==> src/rtl/mvm_pkg.sv <==
// Shared constants and types for the matrix-vector multiply sequencer.
// Widths are sized so that four products of a 4-bit signed coefficient and
// an 8-bit unsigned element can never overflow the accumulator.
package mvm_pkg;

    localparam int MVM_DIM = 4;   // matrix/vector dimension
    localparam int COEF_W  = 4;   // signed coefficient width (-8..7)
    localparam int ELEM_W  = 8;   // unsigned vector element width
    localparam int ACC_W   = 14;  // signed accumulator width (-8160..7140 fits)
    localparam int IDX_W   = 2;   // row/column/element index width
    localparam int ADDR_W  = 4;   // coefficient address width (row*4+col)

    typedef enum logic [1:0] {
        LOAD,
        COMPUTE,
        EMIT
    } state_t;

endpackage

==> src/rtl/mvm_mac.sv <==
// One signed-coefficient x unsigned-element multiply-accumulate per enabled
// cycle. When clear is high the product starts a fresh sum instead of being
// added to the previous one.
module mvm_mac
    import mvm_pkg::*;
(
    input  logic              clk,
    input  logic              rst,
    input  logic              en,
    input  logic              clear,
    input  logic [COEF_W-1:0] coef,
    input  logic [ELEM_W-1:0] elem,
    output logic [ACC_W-1:0]  acc
);

    logic signed [ACC_W-1:0] coef_ext;
    logic signed [ACC_W-1:0] elem_ext;
    logic signed [ACC_W-1:0] prod;
    logic signed [ACC_W-1:0] base;

    // Extend both operands to accumulator width and form the next partial sum.
    // NOTE: every variable gets a value on every path through always_comb, otherwise a latch is inferred.
    always_comb begin
        coef_ext = {{(ACC_W-COEF_W){coef[COEF_W-1]}}, coef};
        elem_ext = {{(ACC_W-ELEM_W){1'b0}}, elem};
        prod     = coef_ext * elem_ext;
        base     = clear ? '0 : $signed(acc);
    end

    // Accumulator register.
    // NOTE: state is updated with non-blocking assignments so every flop samples pre-edge values.
    always_ff @(posedge clk) begin
        if (rst) begin
            acc <= '0;
        end else if (en) begin
            acc <= base + prod;
        end
    end

endmodule

==> src/rtl/mvm_sequencer.sv <==
// Matrix-vector multiply sequencer: loads a 4-element unsigned vector,
// multiplies it by a 4x4 signed coefficient matrix one row at a time and
// streams one result per row through a valid/ready output.
// Each row takes four MAC cycles plus one write-back cycle, so out_valid
// rises five cycles after the edge that triggered the row.
// Optional feature: define MVM_SATURATE_EN to clamp results to OUT_W bits
// instead of wrapping them.
module mvm_sequencer
    import mvm_pkg::*;
#(
    parameter int DIM   = MVM_DIM,
    parameter int OUT_W = 8
) (
    input  logic             clk,
    input  logic             rst,
    input  logic             cfg_we,
    input  logic [3:0]       cfg_addr,
    input  logic [3:0]       cfg_data,
    input  logic             in_valid,
    output logic             in_ready,
    input  logic [7:0]       in_data,
    output logic             out_valid,
    input  logic             out_ready,
    output logic [OUT_W-1:0] out_data,
    output logic [1:0]       out_row,
    output logic             busy
);

    state_t             state;
    logic [IDX_W-1:0]   k;       // next vector slot to fill
    logic [IDX_W-1:0]   row;     // row being computed or emitted
    logic [IDX_W-1:0]   col;     // column fed to the MAC this cycle
    logic               drain;   // all four columns issued, accumulator final
    logic [ELEM_W-1:0]  vec  [DIM];
    logic [COEF_W-1:0]  coef [DIM*DIM];

    logic               mac_en;
    logic               mac_clr;
    logic [COEF_W-1:0]  mac_coef;
    logic [ELEM_W-1:0]  mac_elem;
    logic [ACC_W-1:0]   acc;
    logic [OUT_W-1:0]   result;

    localparam logic [IDX_W-1:0] LAST_IDX = IDX_W'(DIM - 1);

    assign in_ready = (state == LOAD);
    assign busy     = (state != LOAD);

    // Feed the MAC with the current row/column operands while columns remain.
    always_comb begin
        mac_en   = (state == COMPUTE) && !drain;
        mac_clr  = (col == '0);
        mac_coef = coef[{row, col}];
        mac_elem = vec[col];
    end

    mvm_mac u_mac (
        .clk   (clk),
        .rst   (rst),
        .en    (mac_en),
        .clear (mac_clr),
        .coef  (mac_coef),
        .elem  (mac_elem),
        .acc   (acc)
    );

`ifdef MVM_SATURATE_EN
    localparam logic signed [ACC_W-1:0] SAT_MAX = ACC_W'((1 <<< (OUT_W - 1)) - 1);
    localparam logic signed [ACC_W-1:0] SAT_MIN = ACC_W'(-(1 <<< (OUT_W - 1)));

    // Clamp the finished row sum into the signed OUT_W range.
    always_comb begin
        if ($signed(acc) > SAT_MAX) begin
            result = OUT_W'(SAT_MAX);
        end else if ($signed(acc) < SAT_MIN) begin
            result = OUT_W'(SAT_MIN);
        end else begin
            result = OUT_W'($signed(acc));
        end
    end
`else
    // Keep the low OUT_W bits of the finished row sum (two's-complement wrap).
    always_comb begin
        result = OUT_W'($signed(acc));
    end
`endif

    // Sequencer FSM with coefficient/vector storage and registered outputs.
    always_ff @(posedge clk) begin
        if (rst) begin
            state     <= LOAD;
            k         <= '0;
            row       <= '0;
            col       <= '0;
            drain     <= 1'b0;
            out_valid <= 1'b0;
            out_data  <= '0;
            out_row   <= '0;
            // NOTE: these small register arrays are reset because a reset must leave an all-zero matrix and vector.
            for (int i = 0; i < DIM; i++) begin
                vec[i] <= '0;
            end
            for (int i = 0; i < DIM*DIM; i++) begin
                coef[i] <= '0;
            end
        end else begin
            case (state)
                LOAD: begin
                    // A write on the same edge as the 4th accept lands before
                    // the first MAC cycle reads the matrix.
                    if (cfg_we) begin
                        coef[cfg_addr] <= cfg_data;
                    end
                    if (in_valid) begin
                        vec[k] <= in_data;
                        k      <= k + IDX_W'(1);
                        if (k == LAST_IDX) begin
                            state <= COMPUTE;
                            row   <= '0;
                            col   <= '0;
                            drain <= 1'b0;
                        end
                    end
                end

                COMPUTE: begin
                    if (!drain) begin
                        col <= col + IDX_W'(1);
                        if (col == LAST_IDX) begin
                            drain <= 1'b1;
                        end
                    end else begin
                        drain     <= 1'b0;
                        state     <= EMIT;
                        out_valid <= 1'b1;
                        out_data  <= result;
                        out_row   <= row;
                    end
                end

                EMIT: begin
                    if (out_ready) begin
                        out_valid <= 1'b0;
                        if (row == LAST_IDX) begin
                            state <= LOAD;
                            row   <= '0;
                        end else begin
                            state <= COMPUTE;
                            row   <= row + IDX_W'(1);
                        end
                    end
                end

                default: begin
                    state <= LOAD;
                end
            endcase
        end
    end

endmodule
==> config.mk <==
export PLATFORM = sky130hd
export DESIGN_NAME = mvm_sequencer
export DESIGN_NICKNAME = d
export VERILOG_FILES = /design/src/rtl/mvm_pkg.sv /design/src/rtl/mvm_mac.sv /design/src/rtl/mvm_sequencer.sv
export SDC_FILE = /design/constraint.sdc
export NUM_CORES = 1
export LEC_CHECK = 0
export ABC_AREA = 1
export CAP_MARGIN = 40
export CORE_MARGIN = 4
export CORE_UTILIZATION = 50
export CTS_CLUSTER_SIZE = 24
export DETAILED_ROUTE_END_ITERATION = 10
export PLACE_DENSITY_LB_ADDON = 0.08
export SLEW_MARGIN = 25
export SYNTH_ARGS = -nofsm -noshare
export SYNTH_HDL_FRONTEND = slang
export SYNTH_SLANG_ARGS = --single-unit
==> constraint.sdc <==
create_clock -name clk -period 6.2 [get_ports clk]
set_input_delay 1.86 -clock clk [delete_from_list [all_inputs] [get_ports clk]]
set_output_delay 1.86 -clock clk [all_outputs]
set_load 0.01 [all_outputs]
* After elaboration in Yosys (flattened, before gate mapping) *
Memory sizes are Yosys's and may differ from the RTL's. A register that Yosys moved wholly into a read port is not among the register bits.
Cells that the tools add are included.

operators by class
  multiplexer cells = 40
  add/subtract/negate cells = 4
  magnitude comparators = 0
  divide/modulo/power cells = 0
  multiply operators = 1
  shift operators = 0
  reductions and logical operators = 17
  bitwise operators = 0
  equal/unequal tests = 10

operator list
  kind                 count
  $mux 2               12
  $mux 1               19
  $add 14x14->14       1
  $mux 14              1
  $mul 4x9->13         1
  $reduce_and 4->1     3
  $eq 2x2->1 const B   4
  $mux 4               2
  $mux 8               1
  $ne 2x2->1 const B   4
  $pmux 2 s2           2
  $reduce_bool 2->1    4
  $reduce_or 8->1      1
  $add 2x1->2 const B  3
  $pmux 2 s3           1
  $reduce_and 3->1     2
  $logic_not 2->1      2
  $pmux 1 s2           2
  $reduce_and 2->1     2
  $reduce_or 4->1      1
  $eq 2x1->1 const B   1
  $ne 2x1->1 const B   1
  $logic_and 1x1->1    1
  $logic_not 1->1      1

word-level totals
  flip-flop bits (word level) = 34
  memory bits (read-only) = 0
  bits of input ports = 21
  latch bits = 0
  logic and storage cells = 83
  output and inout bits = 13
  RAM bits = 96
  memories kept = 2

memories
  name  words  bits a word  rd ports  clocked after memory_dff  wr ports  line                 source
  coef  16     4            1         0                         16        mvm_sequencer.sv:35  logic [COEF_W-1:0] coef [DIM*DIM];
  vec   4      8            1         1                         4         mvm_sequencer.sv:34  logic [ELEM_W-1:0] vec [DIM];

* Logic depth before layout (Yosys ltp) *
Gate-level depths: netlist of run 1.

  depth after elaboration = 6
  gate-level depth with buffers = 29
  gate-level depth less buffers = 29

* Cells and area by module *
From an unflattened synthesis of run 1, not the netlist that was laid out.

second synthesis, totals
  cell total of the unflattened synthesis = 971
  area total of the unflattened synthesis = 7847.5 µm²

by module, submodules not included
  module         times used  cells an instance  area an instance (µm²)  sequential area each (µm²)
  mvm_sequencer  1           621                5537.8                  3323.2
  mvm_mac        1           350                2309.7                  280.3

* Worst setup path before layout of run 1 *
OpenSTA, ideal clock, no wires.

  path kind = reg-to-reg
  start point = register col[0]
  end point = register u_mac.acc[7]
  cell stages (with the launch flop) = 28
  path slack = 1.466 ns
  arrival time = 4.617 ns
  setup time = 0.117 ns
  path buffers = 1
  clock period less this slack = 4.734 ns
  required time = 6.083 ns
  cell sequence = dfxtp_1 inv_2 buf_2 nand2_1 nand3_1 nand3_1 nand3_1 nand2_1 inv_1 or2_2 fa_1 fa_1 fa_1 inv_1 ha_1 fa_1 xor2_1 ha_1 nand2_1 o21ai_0 a31oi_1 inv_1 nand2_1 nand2_1 nand3_1 nand2_1 nor2_1 nor2_1

between the ends
  word-level cells in the longest chain between the ends = 3
  elaborated cells on any way between the ends = 5
  classes of those cells = add/sub (1); mul (1); mux (1); reduce/logical (1); memory (1)

ends and longest elaborated chain
  item                                             line                          source
  start, declared                                  mvm_sequencer.sv:32           logic [IDX_W-1:0] col;
  start signal, assigned                           mvm_sequencer.sv:128          col <= col + IDX_W'(1);
  $mem_v2 16x4 or $logic_not 2->1 (tied branches)  --
  $mul 4x9->13 or $mux 14 (tied branches)          mvm_mac.sv:26, mvm_mac.sv:27
  $add 14x14->14 (*)                               mvm_mac.sv:36                 acc <= base + prod;
  end signal, assigned                             mvm_mac.sv:36
  end, declared                                    mvm_mac.sv:13                 output logic [ACC_W-1:0] acc

Every way passes the cells marked *; elsewhere a longest branch is shown, timed or not.
A chain may end at the register's enable or synchronous reset.

* Final worst setup path of run 1 *
  start point = register col[1]
  end point = register u_mac.acc[7]

Same word-level chain as after synthesis.

==> results of run 1 <==
[synthesized netlist by cell type, types with 11 or more instances]
cell,instances
a21oi_1,38
clkbuf_1,16
dfxtp_1,30
edfxtp_1,96
fa_1,11
ha_1,22
inv_1,98
nand2_1,169
nand3_1,56
nor2_1,152
o21ai_0,26
[path summary, 6_finish.rpt]
path	startpoint	to	slack, ns	depth (start not counted)
max	col[1]$_SDFFE_PP0P_	u_mac.acc[7]$_SDFFE_PP0P_	0.55	25
min reg2reg	out_data[0]$_SDFFE_PP0P_	out_data[0]$_SDFFE_PP0P_	0.46	2
min	out_data[0]$_SDFFE_PP0P_	out_data[0]$_SDFFE_PP0P_	0.46	2
max reg2reg	col[1]$_SDFFE_PP0P_	u_mac.acc[7]$_SDFFE_PP0P_	0.55	25
[worst min-delay path: cells and delay by family, from the launching register on]
family | cells | cell delay [ns]
AO/OA/AOI/OAI | 1 | 0.05
AND/OR/NAND/NOR | 1 | 0.06
flip-flops | 1 | 0.31
[sequential cells by signal (all words and copies together), names as in the netlist, named ones only]
name / cells
vec: 32
state: 2
out_valid: 1
k: 2
coef: 64
u_mac.acc: 8
drain: 1
col: 2
out_data: 8
out_row: 2
row: 2
[routing by layer]
| metal | vias up | part of all wire [%] | track usage, % |
|---|---|---|---|
| met3 | 21 | 5.3 | 4.76 |
| met5 | - | 0 | 0 |
| met1 | 2475 | 42 | 26.3 |
| met4 | 0 | 1.4 | 6.51 |
| met2 | 136 | 52 | 38.1 |
| li1 | 2560 | - | - |
[final cells by class]
cell class | count | area, um2 | share of cell area, %
Clock buffer | 25 | 485 | 6.37
Clock inverter | 7 | 87.6 | 1.15
Inverter | 102 | 383 | 5.02
Multi-Input combinational cell | 517 | 2620 | 34.3
Sequential cell | 126 | 3480 | 45.7
Tap cell | 172 | 215 | 2.82
Timing Repair Buffer | 36 | 353 | 4.63
[power by group through the flow]
stage / sequential, mW / clock, mW / combinational, mW
2_1_floorplan: 0.970 / 0 / 0.225
3_3_place_gp: 0.977 / 0 / 0.295
3_5_place_dp: 0.977 / 0 / 0.307
4_1_cts: 0.961 / 0.971 / 0.308
5_1_grt: 0.964 / 1.01 / 0.348
6_report: 0.960 / 0.965 / 0.306
[kinds of logic (layout without fill, tap and decap cells)]
kind of cell	after synthesis	after routing	share of synthesized area, %
AOI/OAI and AO/OA	83	83	7.10
xor gates and xnor gates	9	9	1.19
adders and majority gates	33	33	7.50
buffers and inverters	129	170	7.67
DFF	126	126	52.7
and+or+nand+nor	392	392	23.8
==> metrics.md, run 1 <==
| Metric | Value |
|---|---|
| Max clock buf depth | 2 |
| Critical path's top delay family | adder cells |
| Final WS setup | 0.552 ns |
| Dpl cell area | 0.00705 mm2 |
| Final setup vio count | 0 |
| Post-CTS Setup Repair Bufs | 0 |
| Final Util | 59.7% |
| EDFF count, synth | 96 |
| Post-synth top area cell | edfxtp_1 |
| Design area | 0.00762 mm2 |
| Antenna Violating Nets Remaining | 0 |
| CP required | 6.50 ns |
| Sw Ratio | 24.8% |
| Clock slew at reported path FFs | 0.06 ns |
| Worst Setup End Kind | register |
| Worst Setup Start Kind | register |
| Placed cells | 953 |
| RSZ-0062 raised after global routing | no |
| Initial Util | 51.7% |
| Most frequent cells in the layout | nand2_1 (169), nor2_1 (152), inv_1 (98) |
| Overflow after GRT | 0 |
| Part of the power in registers | 43.0% |
| TritonCTS clock tree | built |
| First-pass GRT wire length | 24,800 um |
| P_leak | 3.35 nW |
| # diodes | 0 |
| Least-Margin Pin Slew | 0.753 ns |
| CP Class | reg -> reg |
| Synth Cell Area | 0.00661 mm2 |
| Initial antenna violation count | 0 |
| CTS Hold Bufs | 0 |
| Via density | 5.27 |
| Worst skew pair latency | 0.42 ns |
| Worst hold margin | 0.464 ns |
| Ys async rst share | 0% |
| Power Density | 293 mW/mm2 |
| Die width | 123 um |
| Post-route setup TNS | 0 ns |
| Synthesis warning total | 0 |
| Area delta synth->final | 15.4% |
| CTS H-tree lvls | 4 |
| Minimum clock period | 5.65 ns |
| Critical path's most frequent cell | nand2_1 |
| Root Buffer | clkbuf_16 |
| Unique cell type count in the Yosys netlist | 27 |
| DP HPWL | 10,900 um |
| Nets@finish | 854 |
| Core area | 0.0128 mm2 |
| Mapped Cells | 772 |
| Port bufs | 33 |
| Post-Place Setup Slack | 0.625 ns |
| Total power | 2.23 mW |
| DR DRC count | 0 |
| Status | complete, no violations |
| Comb power frac | 13.7% |
| Fin crit share | 91.1% |
| Initial drt markers | 459 |
| Buf+Inv Stages, Crit Path | 4 |
| Primary FF master, synth | edfxtp_1 |
| Crit path DAT | 5.95 ns |
| Avg WL per Cell | 15.5 um |
| Slew Viols, Final | 0 |
| Clock sinks | 126 |
| Fin cells | 985 |
| Internal cell power | 1.68 mW |
| Worst path max stage delay | 0.61 ns |
| Relative slew margins | 49.6% |
| FP Rows | 41 |
| Cts bufs inserted | 17 |
| Via count | 5,192 |
| Power share of the clock group | 43.2% |
| Peak VDD IR | 151 uV |
| Commonest non-fill, non-tap cell in the layout | nand2_1 |
| IO Count | 34 |
| Pre-Repair DR Iteration Count | 5 |
| CTS resizes | 0 |
| Final Hold Vio Count | 0 |
| Post-synth top area share | 43.6% |
| Avg Inst Size Synth | 8.56 um2 |
| Top cells by area, synth | edfxtp_1 (44%), nand2_1 (9.6%), dfxtp_1 (9.1%) |
| Worst-path fanout max | 24 |
| Pin count of the biggest net entering global routing | 41 |
| Fill cell count | 1,119 |
| Final WL | 15,300 um |
| Synth Net Count | 826 |
| Crit-path slowest cell | inv_1 |
| Vias in the first global route | 5,202 |
| Die height | 123 um |
| GRT Util Overall | 21.5% |
| Register area share after synthesis | 52.7% |
| Worst clock skew | 0.00819 ns |
| Seq cells post-synth | 126 |
| Worst Hold Class | reg -> reg |
| Fraction of layout cells with a size suffix above 1 | 4.92% |
| P_sw | 0.553 mW |
| RePlAce Congestion | 0.923 |
| Maximum clock frequency | 177 MHz |
| Max-Cap Viols | 0 |
| Die area | 0.0151 mm2 |
Power figures use the tool's default switching activity.
==> run 2, diff against run 1 <==
Settings changed: SYNTH_HIERARCHICAL set to 1.
==> run 2 against run 1 <==
- global-route usage shrank 2.0 points
- clock skew shrank 0.0018 ns
- routed wire length shrank 3.9%
- cell count grew 3.1%
- largest cell class unchanged
- largest power group is now sequential cells
==> metrics.md, run 2 <==
| Metric | Value |
|---|---|
| Status | complete, no violations |
| Initial drt markers | 397 |
| Post-Place Setup Slack | 1.28 ns |
| Least-Margin Pin Slew | 0.732 ns |
| Design area | 0.00783 mm2 |
| Worst hold start | out_data[4]$_SDFFE_PP0P_ |
| Largest registers | coef (64), vec (32) |
| RePlAce Congestion | 0.864 |
| Pin count of the biggest net entering global routing | 36 |
| Worst Hold Class | reg -> reg |
| Worst skew pair latency | 0.42 ns |
| Max clock buf depth | 2 |
| Mapped Cells | 802 |
| Via count | 5,082 |
| Total power | 2.04 mW |
| Power Density | 261 mW/mm2 |
| Avg Inst Size Synth | 8.56 um2 |
| Slew Viols, Final | 0 |
| RSZ-0062 raised after global routing | no |
| Avg WL per Cell | 14.4 um |
| DP HPWL | 10,600 um |
| # diodes | 0 |
| Post-route setup TNS | 0 ns |
| Root Buffer | clkbuf_16 |
| Most frequent cells in the layout | nand2_1 (165), inv_1 (143), nor2_1 (143) |
| R2R Setup Slk | 1.30 ns |
| CTS resizes | 0 |
| Final setup vio count | 0 |
| Relative slew margins | 51.2% |
| Comb power frac | 9.7% |
| Reg2reg start | col[0]$_SDFFE_PP0P_ |
| Final Util | 58.7% |
| Via density | 5.00 |
| Worst hold margin | 0.459 ns |
| Synth Cell Area | 0.00686 mm2 |
| Fin crit share | 79.1% |
| FP Rows | 42 |
| CTS Hold Bufs | 0 |
| Clock sinks | 126 |
| Worst clock skew | 0.00638 ns |
| Dpl cell area | 0.00729 mm2 |
| Worst Setup Start Kind | register |
| P_sw | 0.488 mW |
| Overflow after GRT | 0 |
| Power share of the clock group | 43.5% |
| Pre-Repair DR Iteration Count | 6 |
| DR DRC count | 0 |
| GRT Util Overall | 19.6% |
| First-pass GRT wire length | 24,200 um |
| Antenna Violating Nets Remaining | 0 |
| Die area | 0.0157 mm2 |
| Hold Path Sink | out_data[4]$_SDFFE_PP0P_ |
| Minimum clock period | 4.90 ns |
| Most flop-heavy register | coef |
| Max reg flops | 64 |
| Worst r2r dst | u_mac/acc[7]$_SDFFE_PP0P_ |
| Vias in the first global route | 4,897 |
| Clock slew at reported path FFs | 0.06 ns |
| Core area | 0.0133 mm2 |
| Area delta synth->final | 14.1% |
| Fill cell count | 1,224 |
| Peak VDD IR | 204 uV |
| Sw Ratio | 23.9% |
| Synth Net Count | 862 |
| Part of the power in registers | 46.9% |
| Post-CTS Setup Repair Bufs | 0 |
| Placed cells | 983 |
| CP required | 6.51 ns |
| R2r worst-path depth | 22 |
| Internal cell power | 1.55 mW |
| CP Class | reg -> reg |
| Maximum clock frequency | 204 MHz |
| Worst Setup End Kind | register |
| Fraction of layout cells with a size suffix above 1 | 5.60% |
| Worst hold path stage count | 2 |
| P_leak | 3.62 nW |
| Port bufs | 33 |
| Worst-path fanout max | 35 |
| Initial antenna violation count | 0 |
| CTS H-tree lvls | 4 |
| Final Hold Vio Count | 0 |
| Max-Cap Viols | 0 |
| Die width | 125 um |
| Initial Util | 51.4% |
| Commonest non-fill, non-tap cell in the layout | nand2_1 |
| Nets@finish | 887 |
| Fin cells | 1,016 |
| Crit path DAT | 5.22 ns |
| Die height | 125 um |
| Cts bufs inserted | 17 |
| Final WS setup | 1.30 ns |
| Final WL | 14,700 um |
| TritonCTS clock tree | built |
| IO Count | 34 |
| Synthesis warning total | 6 |
run 2: routing by layer:
metal	GRT usage (%)	vias up	part of all wire, %
li1	-	2573	-
met1	27.4	2385	47
met2	30.6	109	46
met3	4.14	15	5.0
met4	6.51	0	1.4
met5	0	-	0
run 2: worst max-delay path, stage by stage (launching register included):
cell,delay (ns)
dfxtp_1,0.30
buf_4,0.32
clkinv_1,0.37
buf_4,0.33
nand2_1,0.09
nand3_1,0.06
nand3_1,0.11
nand3_1,0.08
nand2_1,0.14
inv_1,0.11
or2_2,0.30
fa_1,0.52
fa_1,0.53
fa_1,0.60
inv_1,0.06
ha_1,0.29
nand3_1,0.10
nand3_2,0.08
nand2_1,0.08
a21oi_1,0.05
nand3b_1,0.14
nand2_1,0.07
inv_1,0.04
run 2: power groups by stage:
| stage | clock (mW) | combinational (mW) | sequential (mW) |
|---|---|---|---|
| final | 0.887 | 0.197 | 0.957 |
| after global routing | 0.938 | 0.226 | 0.960 |
| after CTS | 0.895 | 0.199 | 0.957 |
| after detailed placement | 0 | 0.197 | 0.974 |
| after global placement | 0 | 0.192 | 0.973 |
| after floorplan | 0 | 0.142 | 0.969 |
run 2: cell type report:
class | instances | area (um2) | area share, %
Clock buffer | 18 | 429 | 5.48
Clock inverter | 14 | 103 | 1.31
Inverter | 147 | 556 | 7.09
Multi-Input combinational cell | 498 | 2680 | 34.2
Sequential cell | 126 | 3480 | 44.5
Tap cell | 176 | 220 | 2.81
Timing Repair Buffer | 37 | 360 | 4.60
run 2: worst max-delay path by stage:
stage,startpoint,cells after the start,slack [ns],to
2_1_floorplan,col[0]$_SDFFE_PP0P_,22,2.16,u_mac/acc[7]$_SDFFE_PP0P_
3_3_place_gp,col[1]$_SDFFE_PP0P_,20,1.34,u_mac/acc[7]$_SDFFE_PP0P_
3_5_place_dp,col[0]$_SDFFE_PP0P_,22,1.28,u_mac/acc[7]$_SDFFE_PP0P_
4_1_cts,col[0]$_SDFFE_PP0P_,22,1.26,u_mac/acc[7]$_SDFFE_PP0P_
5_1_grt,col[0]$_SDFFE_PP0P_,20,0.94,u_mac/acc[6]$_SDFFE_PP0P_
6_report,col[0]$_SDFFE_PP0P_,22,1.30,u_mac/acc[7]$_SDFFE_PP0P_
==> run 3, diff against run 2 <==
Clock period 6.2 ns to 4 ns, I/O delays scaled along.
==> run 3 against run 2 <==
- setup slack got worse by 1.1 ns
- register-to-register slack worse by 1.1 ns
- core utilization increased by 3.7 points
- non-clock buffer count is 29 higher
- sequential power up 55%
- die area unchanged
- routed wire length up 8.6%
- maximum frequency rose by 28%
- clock skew grew 0.0025 ns
- largest cell class unchanged
- highest routed layer unchanged
==> metrics.md, run 3 (same netlist as run 2, synthesis figures left out) <==
| Metric | Value |
|---|---|
| DP HPWL | 11,300 um |
| Avg WL per Cell | 15.2 um |
| Root Buffer | clkbuf_16 |
| Total power | 3.46 mW |
| Dpl cell area | 0.00754 mm2 |
| Final Util | 62.4% |
| Worst Setup End Kind | register |
| Pin count of the biggest net entering global routing | 25 |
| R2r worst-path depth | 22 |
| Least-Margin Pin Slew | 0.738 ns |
| Internal cell power | 2.68 mW |
| Port bufs | 33 |
| Relative slew margins | 50.7% |
| Maximum clock frequency | 261 MHz |
| Commonest non-fill, non-tap cell in the layout | nand2_1 |
| Nets@finish | 916 |
| Clock sinks | 126 |
| Comb power frac | 10.6% |
| Max clock buf depth | 2 |
| Sw Ratio | 22.6% |
| Initial Util | 51.4% |
| Worst-path fanout max | 16 |
| Via density | 5.13 |
| Power Density | 416 mW/mm2 |
| Initial antenna violation count | 0 |
| TritonCTS clock tree | built |
| Combined area of the multi-input logic cells | 0.00280 mm2 |
| # diodes | 0 |
| Fin cells | 1,045 |
| Antenna Violating Nets Remaining | 0 |
| Register Area | 0.00349 mm2 |
| Core area | 0.0133 mm2 |
| IO Count | 34 |
| CTS H-tree lvls | 4 |
| Largest registers | coef (64), vec (32) |
| P_sw | 0.783 mW |
| Cts bufs inserted | 17 |
| RePlAce Congestion | 0.861 |
| First-pass GRT wire length | 25,500 um |
| P_leak | 3.86 nW |
| Fin crit share | 95.8% |
| DR DRC count | 0 |
| Worst skew pair latency | 0.41 ns |
| Die width | 125 um |
| Crit-path slowest cell | fa_1 |
| Worst-path cell chain | inv_8 -> buf_12 -> nand2_1 -> nand3_1 -> nand3_1 -> nand3_1 -> nand2_2 -> inv_1 -> buf_4 -> buf_4 -> nor2_1 -> fa_1 -> fa_1 -> fa_1 -> ha_4 -> nand2_1 -> inv_1 -> nand2_2 -> a21oi_1 -> nand3b_1 -> nand2_1 -> inv_1 |
| Worst path max stage delay | 0.56 ns |
| Slew Viols, Final | 0 |
| Area delta synth->final | 21.3% |
| Via count | 5,356 |
| Final Hold Vio Count | 0 |
| Worst Setup Start Kind | register |
| Status | complete, no violations |
| CP required | 4.31 ns |
| Initial drt markers | 569 |
| Max-Cap Viols | 0 |
| Pre-Repair DR Iteration Count | 5 |
| Clock slew at reported path FFs | 0.06 ns |
| Die height | 125 um |
| Die area | 0.0157 mm2 |
| Power share of the clock group | 46.5% |
| Most flop-heavy register | coef |
| Peak VDD IR | 326 uV |
| Placed cells | 1,010 |
| Vias in the first global route | 5,208 |
| Final setup vio count | 0 |
| Fraction of layout cells with a size suffix above 1 | 11.2% |
| Crit path DAT | 4.14 ns |
| Part of the power in registers | 42.8% |
| Design area | 0.00833 mm2 |
| Overflow after GRT | 0 |
| Fill cell count | 1,174 |
| Minimum clock period | 3.83 ns |
| CP Class | reg -> reg |
| Worst clock skew | 0.00887 ns |
| Worst hold path stage count | 2 |
| Max reg flops | 64 |
| GRT Util Overall | 20.5% |
| Final WL | 15,900 um |
| Most frequent cells in the layout | nand2_1 (160), inv_1 (143), nor2_1 (141) |
| FP Rows | 42 |
| Worst Hold Class | reg -> reg |
[run 3: cell types whose count changed in the layout (fill, tap and decap cells not counted), sizes merged]
cell	before	now
clkinv	12	3
clkbuf	18	26
buf	4	32
inv	144	146
bufinv	1	4
clkinvlp	4	1
[run 3: what timing repair did]
action	4_1_cts	5_1_grt
buffers inserted	0	2
gates cloned	0	1
endpoints found under the setup margin	3	4
pin swaps	2	14
hold buffers	0	0
resized for setup	4	29
[run 3: worst paths after layout]
check / start / endpoint / slack [ns]
min: out_data[6]$_SDFFE_PP0P_ / out_data[6]$_SDFFE_PP0P_ / 0.46
max: col[0]$_SDFFE_PP0P_ / u_mac/acc[7]$_SDFFE_PP0P_ / 0.17
min reg2reg: out_data[6]$_SDFFE_PP0P_ / out_data[6]$_SDFFE_PP0P_ / 0.46
max reg2reg: col[0]$_SDFFE_PP0P_ / u_mac/acc[7]$_SDFFE_PP0P_ / 0.17
[run 3: area by class of cell]
class	instances	area share, %
sequential	126	41.9
multi-input combinational	498	33.6
timing repair buffer	66	7.74
inverter	147	6.76
clock buffer	25	5.71
tap	176	2.64
clock inverter	7	1.62
[run 3: metrics by stage]
stage | setup slack [ns] | TNS [ns] | hold WS [ns]
3_3_place_gp | 0.00467 | 0 | 0.448
5_1_grt | -0.0159 | -0.0159 | 0.488
3_5_place_dp | -0.0605 | -0.0832 | 0.457
4_1_cts | 0.0103 | 0 | 0.463
6_report | 0.167 | 0 | 0.461
2_1_floorplan | 0.0134 | 0 | 0.454
[run 3: critical path, delay by kind of cell (launching register included)]
family                     cells  cell delay, ns
adders and majority gates      4            1.75
AOI/OAI and AO/OA              1            0.05
buffers and inverters          7            0.62
and+or+nand+nor               10            0.89
DFF                            1            0.39
[run 3: power groups by stage]
| stage | Clock, mW | Sequential, mW | Combinational [mW] |
|---|---|---|---|
| after global placement | 0 | 1.51 | 0.320 |
| after detailed placement | 0 | 1.51 | 0.327 |
| final | 1.61 | 1.48 | 0.368 |
| after global routing | 1.68 | 1.49 | 0.414 |
| after CTS | 1.62 | 1.48 | 0.338 |
| after floorplan | 0 | 1.50 | 0.221 |
[run 3: per-layer routing]
metal / track usage, % / wire (um) / part of all wire (%) / up-vias
met5: 0 / 0 / 0 / -
met4: 6.12 / 184 / 1.2 / 0
met3: 4.35 / 812 / 5.1 / 17
met2: 33.9 / 7680 / 48 / 144
met1: 27.2 / 7250 / 45 / 2557
li1: - / - / - / 2638
